--- src/rtl/window_minmax_tracker_pkg.sv ---
// Shared types and helpers for the windowed min/max tracker.
package window_minmax_tracker_pkg;

  typedef enum logic [0:0] {
    StEmpty,
    StAccum
  } state_e;

  // Index width for a window; a single-sample window still needs a 1-bit index.
  function automatic int unsigned calc_idxw(input int unsigned window);
    return (window > 1) ? $clog2(window) : 1;
  endfunction

endpackage

--- src/rtl/mag_compare_n.sv ---
// Purely combinational N-bit unsigned magnitude comparator.
module mag_compare_n #(
  parameter int unsigned WIDTH = 4
) (
  input  logic [WIDTH-1:0] a,
  input  logic [WIDTH-1:0] b,
  output logic             equal,
  output logic             greater,
  output logic             lesser
);

  assign equal   = (a == b);
  assign greater = (a > b);
  assign lesser  = (a < b);

endmodule

--- src/rtl/window_minmax_tracker.sv ---
// Tracks max/min (and first-occurrence index) over fixed windows of accepted samples,
// pulsing out_valid one cycle after each window's last sample.
module window_minmax_tracker
  import window_minmax_tracker_pkg::*;
#(
  parameter int unsigned WIDTH  = 4,
  parameter int unsigned WINDOW = 8,
  localparam int unsigned IDXW  = calc_idxw(WINDOW)
) (
  input  logic             clk,
  input  logic             rst,
  input  logic             clear,
  input  logic             in_valid,
  input  logic [WIDTH-1:0] in_data,
  output logic             out_valid,
  output logic [WIDTH-1:0] out_max,
  output logic [WIDTH-1:0] out_min,
  output logic [IDXW-1:0]  out_max_idx,
  output logic [IDXW-1:0]  out_min_idx,
  output logic [7:0]       out_win_cnt
);

  localparam int unsigned CNTW = IDXW + 1;
  localparam logic [CNTW-1:0] LastCnt = CNTW'(WINDOW - 1);

  state_e           state_q;
  logic [CNTW-1:0]  sample_cnt_q;
  logic [WIDTH-1:0] cur_max_q, cur_min_q;
  logic [IDXW-1:0]  cur_max_idx_q, cur_min_idx_q;

  logic             out_valid_q;
  logic [WIDTH-1:0] out_max_q, out_min_q;
  logic [IDXW-1:0]  out_max_idx_q, out_min_idx_q;
  logic [7:0]       out_win_cnt_q;

  logic [WIDTH-1:0] max_d, min_d;
  logic [IDXW-1:0]  max_idx_d, min_idx_d;
  logic             max_eq, max_gt, max_lt;
  logic             min_eq, min_gt, min_lt;
  logic             is_last;

  mag_compare_n #(.WIDTH(WIDTH)) u_cmp_max (
    .a       (in_data),
    .b       (cur_max_q),
    .equal   (max_eq),
    .greater (max_gt),
    .lesser  (max_lt)
  );

  mag_compare_n #(.WIDTH(WIDTH)) u_cmp_min (
    .a       (in_data),
    .b       (cur_min_q),
    .equal   (min_eq),
    .greater (min_gt),
    .lesser  (min_lt)
  );

  logic unused_cmp;
  assign unused_cmp = ^{max_eq, max_lt, min_eq, min_gt};

  assign is_last = (sample_cnt_q == LastCnt);

  // Running extremes including the sample presented this cycle; strict compares keep
  // the earliest index on ties.
  always_comb begin
    max_d     = cur_max_q;
    min_d     = cur_min_q;
    max_idx_d = cur_max_idx_q;
    min_idx_d = cur_min_idx_q;
    if (state_q == StEmpty) begin
      max_d     = in_data;
      min_d     = in_data;
      max_idx_d = '0;
      min_idx_d = '0;
    end else begin
      if (max_gt) begin
        max_d     = in_data;
        max_idx_d = sample_cnt_q[IDXW-1:0];
      end
      if (min_lt) begin
        min_d     = in_data;
        min_idx_d = sample_cnt_q[IDXW-1:0];
      end
    end
  end

  always_ff @(posedge clk) begin
    if (rst) begin
      state_q       <= StEmpty;
      sample_cnt_q  <= '0;
      cur_max_q     <= '0;
      cur_min_q     <= '0;
      cur_max_idx_q <= '0;
      cur_min_idx_q <= '0;
      out_valid_q   <= 1'b0;
      out_max_q     <= '0;
      out_min_q     <= '0;
      out_max_idx_q <= '0;
      out_min_idx_q <= '0;
      out_win_cnt_q <= '0;
    end else begin
      out_valid_q <= 1'b0;
      if (clear) begin
        state_q      <= StEmpty;
        sample_cnt_q <= '0;
      end else if (in_valid) begin
        cur_max_q     <= max_d;
        cur_min_q     <= min_d;
        cur_max_idx_q <= max_idx_d;
        cur_min_idx_q <= min_idx_d;
        if (is_last) begin
          out_valid_q   <= 1'b1;
          out_max_q     <= max_d;
          out_min_q     <= min_d;
          out_max_idx_q <= max_idx_d;
          out_min_idx_q <= min_idx_d;
          out_win_cnt_q <= out_win_cnt_q + 8'd1;
          state_q       <= StEmpty;
          sample_cnt_q  <= '0;
        end else begin
          state_q      <= StAccum;
          sample_cnt_q <= sample_cnt_q + 1'b1;
        end
      end
    end
  end

  assign out_valid   = out_valid_q;
  assign out_max     = out_max_q;
  assign out_min     = out_min_q;
  assign out_max_idx = out_max_idx_q;
  assign out_min_idx = out_min_idx_q;
  assign out_win_cnt = out_win_cnt_q;

endmodule

--- config.mk ---
export PLATFORM = sky130hd
export DESIGN_NAME = window_minmax_tracker
export DESIGN_NICKNAME = d
export VERILOG_FILES = /design/src/rtl/window_minmax_tracker_pkg.sv /design/src/rtl/mag_compare_n.sv /design/src/rtl/window_minmax_tracker.sv
export SDC_FILE = /design/constraint.sdc
export NUM_CORES = 1
export LEC_CHECK = 0
export ABC_AREA = 1
export BUFFER_PORTS_ARGS = -buffer_cell sky130_fd_sc_hd__buf_2
export CAP_MARGIN = 40
export CELL_PAD_IN_SITES_DETAIL_PLACEMENT = 1
export CELL_PAD_IN_SITES_GLOBAL_PLACEMENT = 2
export CORE_ASPECT_RATIO = 2
export CORE_MARGIN = 3
export CORE_UTILIZATION = 34
export CTS_BUF_LIST = sky130_fd_sc_hd__clkbuf_4 sky130_fd_sc_hd__clkbuf_8 sky130_fd_sc_hd__clkbuf_16
export CTS_CLUSTER_SIZE = 14
export DETAILED_ROUTE_END_ITERATION = 16
export PLACE_DENSITY = 0.91
export SYNTH_ARGS = -nofsm -noshare
export SYNTH_HDL_FRONTEND = slang
export SYNTH_SLANG_ARGS = --single-unit
export TNS_END_PERCENT = 100
--- constraint.sdc ---
create_clock -name clk -period 2.5 [get_ports clk]
set_input_delay 0.5 -clock clk [delete_from_list [all_inputs] [get_ports clk]]
set_output_delay 0.5 -clock clk [all_outputs]
set_load 0.02 [all_outputs]
### Word-level counts from Yosys, hierarchy flattened

Index checks and enable logic that the tools add are counted.

* register bits after elaboration: 42
* bits of input ports: 8
* output and inout bits: 23
* logic and storage cells: 34

* add/subtract/negate cells: 2
* $lt $le $gt $ge: 2
* equality and inequality tests: 1
* multiplexer cells: 11
* bitwise logic cells: 2
* reduce and logical (&&, ||, !) cells: 4

Operator list (number)
* 4-bit two-way mux: 5
* 3-bit two-way mux: 4
* 8-bit by 1-bit adder with 8-bit output, second input constant: 1
* 4-bit by 1-bit adder with 4-bit output, second input constant: 1
* 4-bit by 3-bit == test with 1-bit output, second input constant: 1
* 4-bit > comparator: 1
* 4-bit < comparator: 1
* 3-bit AND reduction: 1
* 3-bit OR reduction: 1
* 1-bit two-way mux: 2
* 1-bit inverter: 2
* 2-bit AND reduction: 1
* 2-bit OR reduction: 1

### Logic depth before layout (Yosys ltp)

Gate-level depths: netlist of run 1.

* word-level depth: 3
* gate-level depth with buffers: 13
* depth with buffers taken out: 13

### Hierarchy

From an unflattened synthesis of run 1, not the netlist that was laid out.

* cell total of the unflattened synthesis: 289
* area total of the unflattened synthesis: 2050.7 µm²

Modules (own cells, without submodules)
* window_minmax_tracker: instances 1, cells each 249, area an instance 1820.5 µm², seq. area each 840.8 µm²
* mag_compare_n: instances 2, cells each 20, area an instance 115.1 µm², seq. area each 0.0 µm²

### Worst setup path after synthesis of run 1

Ideal clock, no wire load.

* path type: input to register
* from: input port in_data[3]
* to: register cur_max_q[1]
* setup time: 0.109 ns
* arrival time: 1.527 ns
* required time: 2.391 ns
* path slack: 0.864 ns
* stages on the path: 9
* path buffers: 0
* path through: ha_1 -> a21oi_1 -> nand2_1 -> nand2_1 -> nand2_1 -> nand2_1 -> nand3_1 -> nand2_1 -> inv_1

* cells in the longest elaborated chain, start to end: 3

Ends and longest elaborated chain
* from (decl): line window_minmax_tracker.sv:14 `input logic [WIDTH-1:0] in_data,`
* 4-bit > comparator: line mag_compare_n.sv:13 `assign greater = (a > b);`
* 4-bit two-way mux: line window_minmax_tracker.sv:76 `if (max_gt) begin`
* 4-bit two-way mux: line window_minmax_tracker.sv:70 `if (state_q == StEmpty) begin`
* to (signal assigned): line window_minmax_tracker.sv:107 `cur_max_q <= max_d;`
* to (decl): line window_minmax_tracker.sv:28 `logic [WIDTH-1:0] cur_max_q, cur_min_q;`

Every way passes these cells.
A chain may end at the register's enable or synchronous reset.

### Final worst setup path of run 1

* from: register cur_max_q[1]
* to: register out_max_q[0], in the netlist out_max[0]

* cells in the longest elaborated chain, start to end: 3

Ends and longest elaborated chain
* 4-bit > comparator: line mag_compare_n.sv:13
* 4-bit two-way mux: line window_minmax_tracker.sv:76
* 4-bit two-way mux: line window_minmax_tracker.sv:70
* to (signal assigned): line window_minmax_tracker.sv:113 `out_max_q <= max_d;`
* to (decl): line window_minmax_tracker.sv:32 `logic [WIDTH-1:0] out_max_q, out_min_q;`

Every way passes these cells.

==> run metrics, run 1 <==
worst vdd ir 382 uV; via count 1935; status complete, no violations; Placement Cell Area 0.00226 mm^2; largest net degree at the start of global routing 26; vias in the first global route 1961; die area 0.00714 mm^2; Detail Route Antenna Nets 0; cells along the critical path inv_1 > ha_1 > nand2_1 > nand2_1 > nand2_1 > nand2_1 > nand2_1 > nand2_1 > nand2_1 > nand3_1 > nand2_1 > inv_1; CP dominant cell by count nand2_1; worst setup margin 0.676 ns; cts repair resizes 0; fraction of layout cells with a size suffix above 1 15.7%; CP Launch Type flip-flop; first-pass iteration count of the detailed router 4; critical path class flip-flop to flip-flop; final cycle utilization of the critical path 73.0%; first-pass GRT wire length 9000 um; IO Port Bufs 30; core region area 0.00581 mm^2; Power Density 661 mW/mm^2; Achievable Freq 548 MHz; CTS buffer count 5; CTS root buf clkbuf_16; clock tree from TritonCTS done; CP max FO 8; aggregate global routing overflow 0; Hold Path Class flip-flop to flip-flop; Net count, final 334; relative slew slack 54.1%; Wirelength per Cell 14.5 um; Row Count 39; Avg Inst Size Synth 7.21 um^2; Mapped Cells 288; Die H 117 um; Starting DRT DRC Count 30; Ports 31; # Post-CTS Setup Buffers 0; Slowest-stage cell, CP dfxtp_1; Final Instance Count excl. Fillers 379; Worst Setup End Kind flip-flop; fin area 0.00243 mm^2; CP delay by family, top simple AND/OR/NAND/NOR gates; Worst EP arrival 2.01 ns; GRT Util Overall 17.0%; placed cell count 371; Starting Density 35.8%; Synth-to-Final Area Change 16.8%; RSZ-0062 raised after global routing false; Post-CTS Hold Fix Bufs 0; Fin Setup TNS 0 ns; syn_nets 305; HPWL after detailed placement 4150 um; DRC 0; Clock Tree Buf Depth 2; Mapped Area 0.00208 mm^2; final wirelength 5500 um; chip width 61.3 um; Vias/cell 5.11; flops & latches, synth 42; Synth cell types 28; # diodes 0; setup violators final 0; maxcap violations 0; Period minus WS final 1.82 ns; Synth warnings 0; Slew @ Worst Pin 0.687 ns; crit-path max cell delay 0.35 ns; Worst-Skew Late Latency 0.28 ns; Hold Violations, Final 0; CTS clk-pin slew, worst paths 0.06 ns; Seq/Total Area, Yosys 40.5%; initial antenna violation count 0; Max Slew Vio Count 0; Worst EP required 2.69 ns; pre-CTS WS 0.418 ns; Pwr Total 1.60 mW; H-tree lvl count 2; GP Congestion 0.785; Pleak 1.23 nW; clock sink count 42; clk_skew 0.00317 ns; CP bufs+invs 2
==> layout make-up <==
cell class	instances	area, um^2
fillers	744	3380
flip-flops and latches	42	841
inverters	47	176
clock buffers	7	140
repair buffers	33	173
well taps	61	76.3
multi-input cells	188	990
clock inverters	1	30.0
==> worst register-to-register path, stage by stage (launching register included) <==
cell     delay [ns]
dfxtp_1        0.35
inv_1          0.07
ha_1           0.30
nand2_1        0.07
nand2_1        0.05
nand2_1        0.05
nand2_1        0.09
nand2_1        0.23
nand2_1        0.18
nand2_1        0.14
nand3_1        0.10
nand2_1        0.07
inv_1          0.03
==> flip-flops by register name, summed over array words and instances (netlist names) <==
| register | flops |
|---|---|
| sample_cnt_q | 4 |
| state_q | 1 |
| out_max | 4 |
| cur_max_q | 4 |
| out_valid | 1 |
| cur_max_idx_q | 3 |
| cur_min_idx_q | 3 |
| out_min | 4 |
| cur_min_q | 4 |
| out_win_cnt | 8 |
| out_min_idx | 3 |
| out_max_idx | 3 |
==> per-stage QoR <==
stage	utilization, %	hold WS (ns)
global route	41.8	0.495
CTS	41.8	0.465
finish	41.8	0.458
floorplan	-	0.428
global placement	38.8	0.438
detailed placement	38.8	0.456
==> power breakdown <==
part / leakage, nW / internal (mW) / total [mW] / switching (mW)
Sequential: 0.341 / 0.686 / 0.699 / 0.0123
Clock: 0.0850 / 0.494 / 0.751 / 0.258
Combinational: 0.808 / 0.0500 / 0.153 / 0.103
Total: 1.23 / 1.23 / 1.60 / 0.373
==> path summary, 6_finish.rpt <==
kind | startpoint | endpoint | slack (ns) | cells past startpoint
worst max-delay path | cur_max_q[1] | out_max[0] | 0.68 | 12
worst min register to register | sample_cnt_q[3] | sample_cnt_q[3] | 0.46 | 1
worst max register to register | cur_max_q[1] | out_max[0] | 0.68 | 12
worst min-delay path | sample_cnt_q[3] | sample_cnt_q[3] | 0.46 | 1
==> synth_stat cells (all sizes together) <==
library cell | n | share of area (%)
a21oi | 30 | 7.2
o21ai | 23 | 5.5
o21bai | 1 | 0.54
o211ai | 1 | 0.36
nand4 | 1 | 0.30
inv | 47 | 8.5
nor3 | 2 | 0.72
dfxtp | 42 | 40
a21boi | 1 | 0.36
buf | 9 | 3.0
mux2i | 1 | 0.48
nor2 | 26 | 5.6
clkbuf | 2 | 0.36
ha | 9 | 5.4
and2 | 1 | 0.30
nand2 | 53 | 10
o21a | 1 | 0.36
nand3 | 38 | 10
==> layer usage <==
metal | track usage, % | wire (um)
met1 | 17.3 | 2160
met2 | 32.0 | 3090
met3 | 2.99 | 137
met4 | 6.95 | 108
met5 | 0 | 0
==> placed cells by master (no fill, tap or decap), drive strengths merged <==
master  synthesis  final
nand2          53     53
inv            47     47
dfxtp          42     42
nand3          38     38
buf             9     33
a21oi          30     30
nor2           26     26
o21ai          23     23
ha              9      9
clkbuf          2      7
nor3            2      2
nand4           1      1
o21a            1      1
o21bai          1      1
a21boi          1      1
o211ai          1      1
mux2i           1      1
and2            1      1
bufinv          0      1
==> kinds of logic after synthesis <==
logic type / synth area share, %
and+or+nand+nor: 27.4
buffers and inverters: 11.9
AOI/OAI and AO/OA: 14.4
DFF: 40.5
adders and majority gates: 5.42
muxes: 0.482
Power figures use the tool's default switching activity.
==> inputs of run 2 (changes only) <==
- CORE_UTILIZATION: 34 -> 28
- PLACE_DENSITY: 0.91 -> 0.82
- clock period: 2.5 -> 1.5 ns (I/O delays scaled with it)
==> run 2 against run 1 <==
Against the previous run:
- the run now ends with negative setup slack left
- core utilization rose by 0.77 points
- sequential share of layout area decreased by 6.4 points
- non-clock buffer count is 27 higher
- clock power up 42%
- combinational power grew to 3.1 times the previous value
- die area increased by 20%
- first-iteration DRC count grew 100%
- sequential cell count is the same
- wire length increased by 15%
- critical path type unchanged
- critical endpoint is now cur_max_idx_q[2]
- largest cell class unchanged
- largest power group is now sequential cells
==> run metrics, run 2 (same netlist as run 1, synthesis figures left out) <==
Worst-Skew Late Latency 0.28 ns (about the same); relative slew slack 68.1% (was 54.1%); max reg flops 8 (unchanged); chip width 66.9 um (was 61.3 um); Worst EP arrival 1.74 ns (was 2.01 ns); HPWL after detailed placement 4590 um (was 4150 um); Net count, final 361 (was 334); CTS root buf clkbuf_16 (unchanged); Starting DRT DRC Count 60 (was 30); clock sink count 42 (unchanged); switch share 26.8% (was 23.3%); worst setup margin -0.0260 ns (was 0.676 ns); setup violators final 3 (was 0); Switching Power 726 uW (was 373 uW); Fin Setup TNS -0.0393 ns (was 0 ns); crit-path max cell delay 0.34 ns (was 0.35 ns); first-pass GRT wire length 9980 um (was 9000 um); clock tree from TritonCTS done (unchanged); CP max FO 7 (was 8); largest net degree at the start of global routing 21 (was 26); critical path class flip-flop to flip-flop (unchanged); Top Metal Used met4 (unchanged); Vias/cell 4.80 (was 5.11); Hold Path Class input port to flip-flop (was flip-flop to flip-flop); Worst EP required 1.71 ns (was 2.69 ns); Pleak 1.40 nW (was 1.23 nW); RSZ-0062 raised after global routing true (was false); Achievable Freq 655 MHz (was 548 MHz); hold_sp clear (was sample_cnt_q[3]); Slew @ Worst Pin 0.479 ns (was 0.687 ns); # diodes 0 (unchanged); most common cell after layout, fill and taps aside inv_1 (was nand2_1); maxcap violations 0 (unchanged); core region area 0.00705 mm^2 (was 0.00581 mm^2); CP Launch Point cur_max_q[3] (was cur_max_q[1]); P_int 1.99 mW (was 1.23 mW); Worst Setup End Kind flip-flop (unchanged); Wirelength per Cell 14.6 um (was 14.5 um); Final Instance Count excl. Fillers 434 (was 379); vias in the first global route 2147 (was 1961); CTS buffer count 5 (unchanged); met1 wire length 2420 um (was 2160 um); commonest cells after routing, fill and taps aside 40 x inv_1, 36 x dfxtp_1, 30 x nand2_1, 30 x buf_2, 27 x buf_4 (was 50 x nand2_1, 47 x inv_1, 42 x dfxtp_1); Slowest-stage cell, CP dfxtp_2 (was dfxtp_1); status complete, but fails checks (was complete, no violations); Pwr Total 2.71 mW (was 1.60 mW); die area 0.00855 mm^2 (was 0.00714 mm^2); Met2 Wirelength 3610 um (was 3090 um); Clock Tree Buf Depth 2 (unchanged); Max Slew Vio Count 0 (unchanged); H-tree lvl count 2 (unchanged); initial antenna violation count 0 (unchanged); Clk network pwr share 39.4% (was 46.9%); Ports 31 (unchanged); fraction of layout cells with a size suffix above 1 41.3% (was 15.7%); CTS clk-pin slew, worst paths 0.06 ns (about the same); post-layout util 42.6% (was 41.8%); via count 2082 (was 1935); GRT Util Overall 15.2% (was 17.0%); failing checks negative setup slack; Reg power frac 43.0% (was 43.6%); GP Congestion 0.790 (was 0.785); aggregate global routing overflow 0 (unchanged); DRC 0 (unchanged); Period minus WS final 1.53 ns (was 1.82 ns); IO Port Bufs 30 (unchanged); placed cell count 421 (was 371); Detail Route Antenna Nets 0 (unchanged); final cycle utilization of the critical path 102% (was 73.0%); Synth-to-Final Area Change 44.4% (was 16.8%); clk_skew 0.00611 ns (was 0.00317 ns); CP Launch Type flip-flop (unchanged); Row Count 43 (was 39); Power Density 905 mW/mm^2 (was 661 mW/mm^2); final wirelength 6320 um (was 5500 um); Hold Violations, Final 0 (unchanged); Starting Density 29.5% (was 35.8%); first-pass iteration count of the detailed router 4 (unchanged); RR Startpoint cur_max_q[3] (was cur_max_q[1]); cells along the critical path inv_2 > ha_4 > nand2_1 > inv_2 > nand2_2 > nand2_2 > nand2_4 > buf_12 > nand2_4 > nand3_2 > a21oi_2 (was inv_1 > ha_1 > nand2_1 > nand2_1 > nand2_1 > nand2_1 > nand2_1 > nand2_1 > nand2_1 > nand3_1 > nand2_1 > inv_1); WL met3 151 um (was 137 um); worst vdd ir 411 uV (was 382 uV); Die H 128 um (was 117 um); Comb power frac 17.6% (was 9.6%)
[run 2: cell type report]
type                            instances  area, um^2
Fill cell                             884        4050
Multi-Input combinational cell        188        1330
Sequential cell                        42         848
Timing Repair Buffer                   60         395
Inverter                               47         176
Clock buffer                            7         140
Tap cell                               90         113
[run 2: path summary, 6_finish.rpt]
path | cells past startpoint | end | slack, ns
min reg2reg | 1 | sample_cnt_q[3] | 0.47
min | 4 | sample_cnt_q[0] | 0.35
max reg2reg | 11 | cur_max_idx_q[2] | -0.03
max | 11 | cur_max_idx_q[2] | -0.03
[run 2: layer usage]
layer / GRT usage, % / vias to the layer above
li1: - / 1032
met1: 15.6 / 1015
met2: 29.2 / 27
met3: 2.37 / 8
met4: 6.34 / 0
met5: 0 / -
[run 2: worst max-delay path, delay by kind of cell, from the launching register on]
family	cells	cell delay, ns
simple gates	6	0.43
fa+ha+maj	1	0.26
flops	1	0.34
compound gates	1	0.16
buf+inv	3	0.26
[run 2: power groups by stage]
stage	Clock, mW	Sequential (mW)	Combinational [mW]
finish	1.07	1.17	0.478
CTS	1.11	1.16	0.350
global placement	0	1.18	0.305
detailed placement	0	1.18	0.314
global route	1.15	1.17	0.528
floorplan	0	1.18	0.185
[run 2: what timing repair did]
action	4_1_cts	5_1_grt
endpoints found under the setup margin	28	30
hold buffers	0	0
setup buffers	0	6
cloned	0	0
pin swaps	2	28
resized for setup	14	71
[run 2: metrics by stage]
| stage | setup WS (ns) | hold slack (ns) | cell area [um^2] |
|---|---|---|---|
| 2_1_floorplan | 0.0235 | 0.428 | 2080 |
| 3_3_place_gp | -0.205 | 0.450 | 2450 |
| 3_5_place_dp | -0.210 | 0.456 | 2450 |
| 4_1_cts | -0.00309 | 0.346 | 2670 |
| 5_1_grt | -0.115 | 0.375 | 3000 |
| 6_report | -0.0260 | 0.352 | 3000 |
==> inputs of run 3 (changes only) <==
- SKIP_CTS_REPAIR_TIMING: not set -> 1
==> run 3 against run 2 <==
Against the previous run:
- design area is 2.1% lower
- first-iteration DRC count is 15% higher
- clock skew hardly changed
- sequential cell count stayed put
- global-route usage is 0.28 points lower
- the run still ends with negative setup slack left
- critical path type unchanged
- count of clock-buffer cells in the layout stayed put
==> run metrics, run 3 (same netlist as run 1, synthesis figures left out) <==
CTS clk-pin slew, worst paths 0.06 ns (about the same); HPWL after detailed placement 4590 um (unchanged); Worst EP required 1.69 ns (was 1.71 ns); Achievable Freq 666 MHz (was 655 MHz); first-pass GRT wire length 9830 um (was 9980 um); Starting DRT DRC Count 69 (was 60); maxcap violations 0 (unchanged); status complete, but fails checks (unchanged); Die H 128 um (unchanged); worst vdd ir 380 uV (was 411 uV); Net count, final 359 (was 361); vias in the first global route 2136 (was 2147); reg-to-reg critical path endpoint cur_max_q[3] (was cur_max_idx_q[2]); max reg flops 8 (unchanged); via count 2054 (was 2082); Ports 31 (unchanged); IO Port Bufs 30 (unchanged); core region area 0.00705 mm^2 (unchanged); clock tree from TritonCTS done (unchanged); worst reg2reg path depth 12 (was 11); H-tree lvl count 2 (unchanged); RSZ-0062 raised after global routing true (unchanged); Hold Path Class input port to flip-flop (unchanged); Row Count 43 (unchanged); fraction of layout cells with a size suffix above 1 40.4% (was 41.3%); largest net degree at the start of global routing 21 (unchanged); worst setup margin -0.00110 ns (was -0.0260 ns); CTS root buf clkbuf_16 (unchanged); Vias/cell 4.75 (was 4.80); GP Congestion 0.790 (unchanged); Clock Tree Buf Depth 2 (unchanged); fillcell total 889 (was 884); Worst Setup End Kind flip-flop (unchanged); die area 0.00855 mm^2 (unchanged); Detail Route Antenna Nets 0 (unchanged); pre-CTS WS -0.210 ns (unchanged); first-pass iteration count of the detailed router 3 (was 4); final cycle utilization of the critical path 100% (was 102%); Synth-to-Final Area Change 41.4% (was 44.4%); setup violators final 1 (was 3); failing checks negative setup slack (unchanged); RR Startpoint cur_max_q[1] (was cur_max_q[3]); final wirelength 6190 um (was 6320 um); chip width 66.9 um (unchanged); Wirelength per Cell 14.3 um (was 14.6 um); Worst EP arrival 1.69 ns (was 1.74 ns); initial antenna violation count 0 (unchanged); CP Launch Point cur_max_q[1] (was cur_max_q[3]); Power Density 916 mW/mm^2 (was 905 mW/mm^2); hold slack 0.362 ns (was 0.352 ns); most common cell after layout, fill and taps aside inv_1 (unchanged); CP Launch Type flip-flop (unchanged); relative slew slack 73.4% (was 68.1%); GRT Util Overall 15.0% (was 15.2%); CP max FO 7 (unchanged); commonest cells after routing, fill and taps aside 40 x inv_1, 36 x dfxtp_1, 30 x buf_2 (was 40 x inv_1, 36 x dfxtp_1, 30 x nand2_1, 30 x buf_2, 27 x buf_4); clk_skew 0.00637 ns (was 0.00611 ns); Pleak 1.39 nW (was 1.40 nW); # diodes 0 (unchanged); aggregate global routing overflow 0 (unchanged); Slew @ Worst Pin 0.398 ns (was 0.479 ns); register-to-register setup slack -0.001 ns (was -0.03 ns); CP Capture Point cur_max_q[3] (was cur_max_idx_q[2]); Hold Violations, Final 0 (unchanged); Worst-Skew Late Latency 0.29 ns (was 0.28 ns); critical path class flip-flop to flip-flop (unchanged); DRC 0 (unchanged); Starting Density 29.5% (unchanged); CTS buffer count 5 (unchanged); Period minus WS final 1.50 ns (was 1.53 ns); clock sink count 42 (unchanged); Max Slew Vio Count 0 (unchanged)
[run 3: cell types whose count changed in the layout (fill, tap and decap cells not counted), moves of 2 or more]
cell / change
nand2_4: -2
nand3_4: -3
nand2_2: +3
nand3_1: +2
buf_4: -2
[run 3: critical path, stage by stage, from the launching register on]
cell	delay (ns)
dfxtp_2	0.34
inv_2	0.05
ha_4	0.26
nand2_2	0.04
nand2_2	0.07
nand2_2	0.05
nand2_2	0.09
nand2_4	0.07
buf_8	0.15
nand3_2	0.07
nand3_1	0.09
nand2_1	0.08
inv_1	0.04
[run 3: how the worst min path moves through the flow]
stage	depth (start not counted)	from	endpoint
after floorplan	1	sample_cnt_q[3]	sample_cnt_q[3]
after global placement	1	sample_cnt_q[3]	sample_cnt_q[3]
after detailed placement	1	sample_cnt_q[3]	sample_cnt_q[3]
after CTS	4	clear	sample_cnt_q[0]
after global routing	4	clear	sample_cnt_q[0]
final	4	clear	sample_cnt_q[0]
[run 3: per-stage QoR]
stage	TNS, ns	total power [mW]	utilization, %	cells	area (um^2)
2_1_floorplan	0	1.36	-	288	2080
3_3_place_gp	-3.24	1.49	34.8	421	2450
3_5_place_dp	-3.65	1.50	34.8	421	2450
4_1_cts	-2.14	2.59	36.7	428	2590
5_1_grt	-1.04	2.82	41.7	432	2940
6_report	-0.00110	2.69	41.7	432	2940
[run 3: metal layers]
| metal | vias to the layer above | track usage (%) | part of all wire (%) |
|---|---|---|---|
| met2 | 31 | 28.8 | 58 |
| met3 | 10 | 2.37 | 2.7 |
| met1 | 984 | 15.1 | 37 |
| met5 | - | 0 | 0 |
| met4 | 0 | 6.34 | 2.2 |
| li1 | 1029 | - | - |
[run 3: report_power, final]
group          internal, mW  leakage [nW]  switching, mW  total [mW]
Clock                 0.645        0.0708          0.426        1.07
Combinational         0.187         0.974          0.262       0.449
Sequential             1.15         0.343         0.0218        1.17
Total                  1.98          1.39          0.710        2.69
[run 3: cell type report]
cell class | instances | area [um^2] | share of cell area [%]
clock buffer | 7 | 140 | 4.77
multi-input combinational | 188 | 1280 | 43.7
timing repair buffer | 58 | 375 | 12.8
inverter | 47 | 176 | 6.01
tap | 90 | 113 | 3.83
sequential | 42 | 848 | 28.9
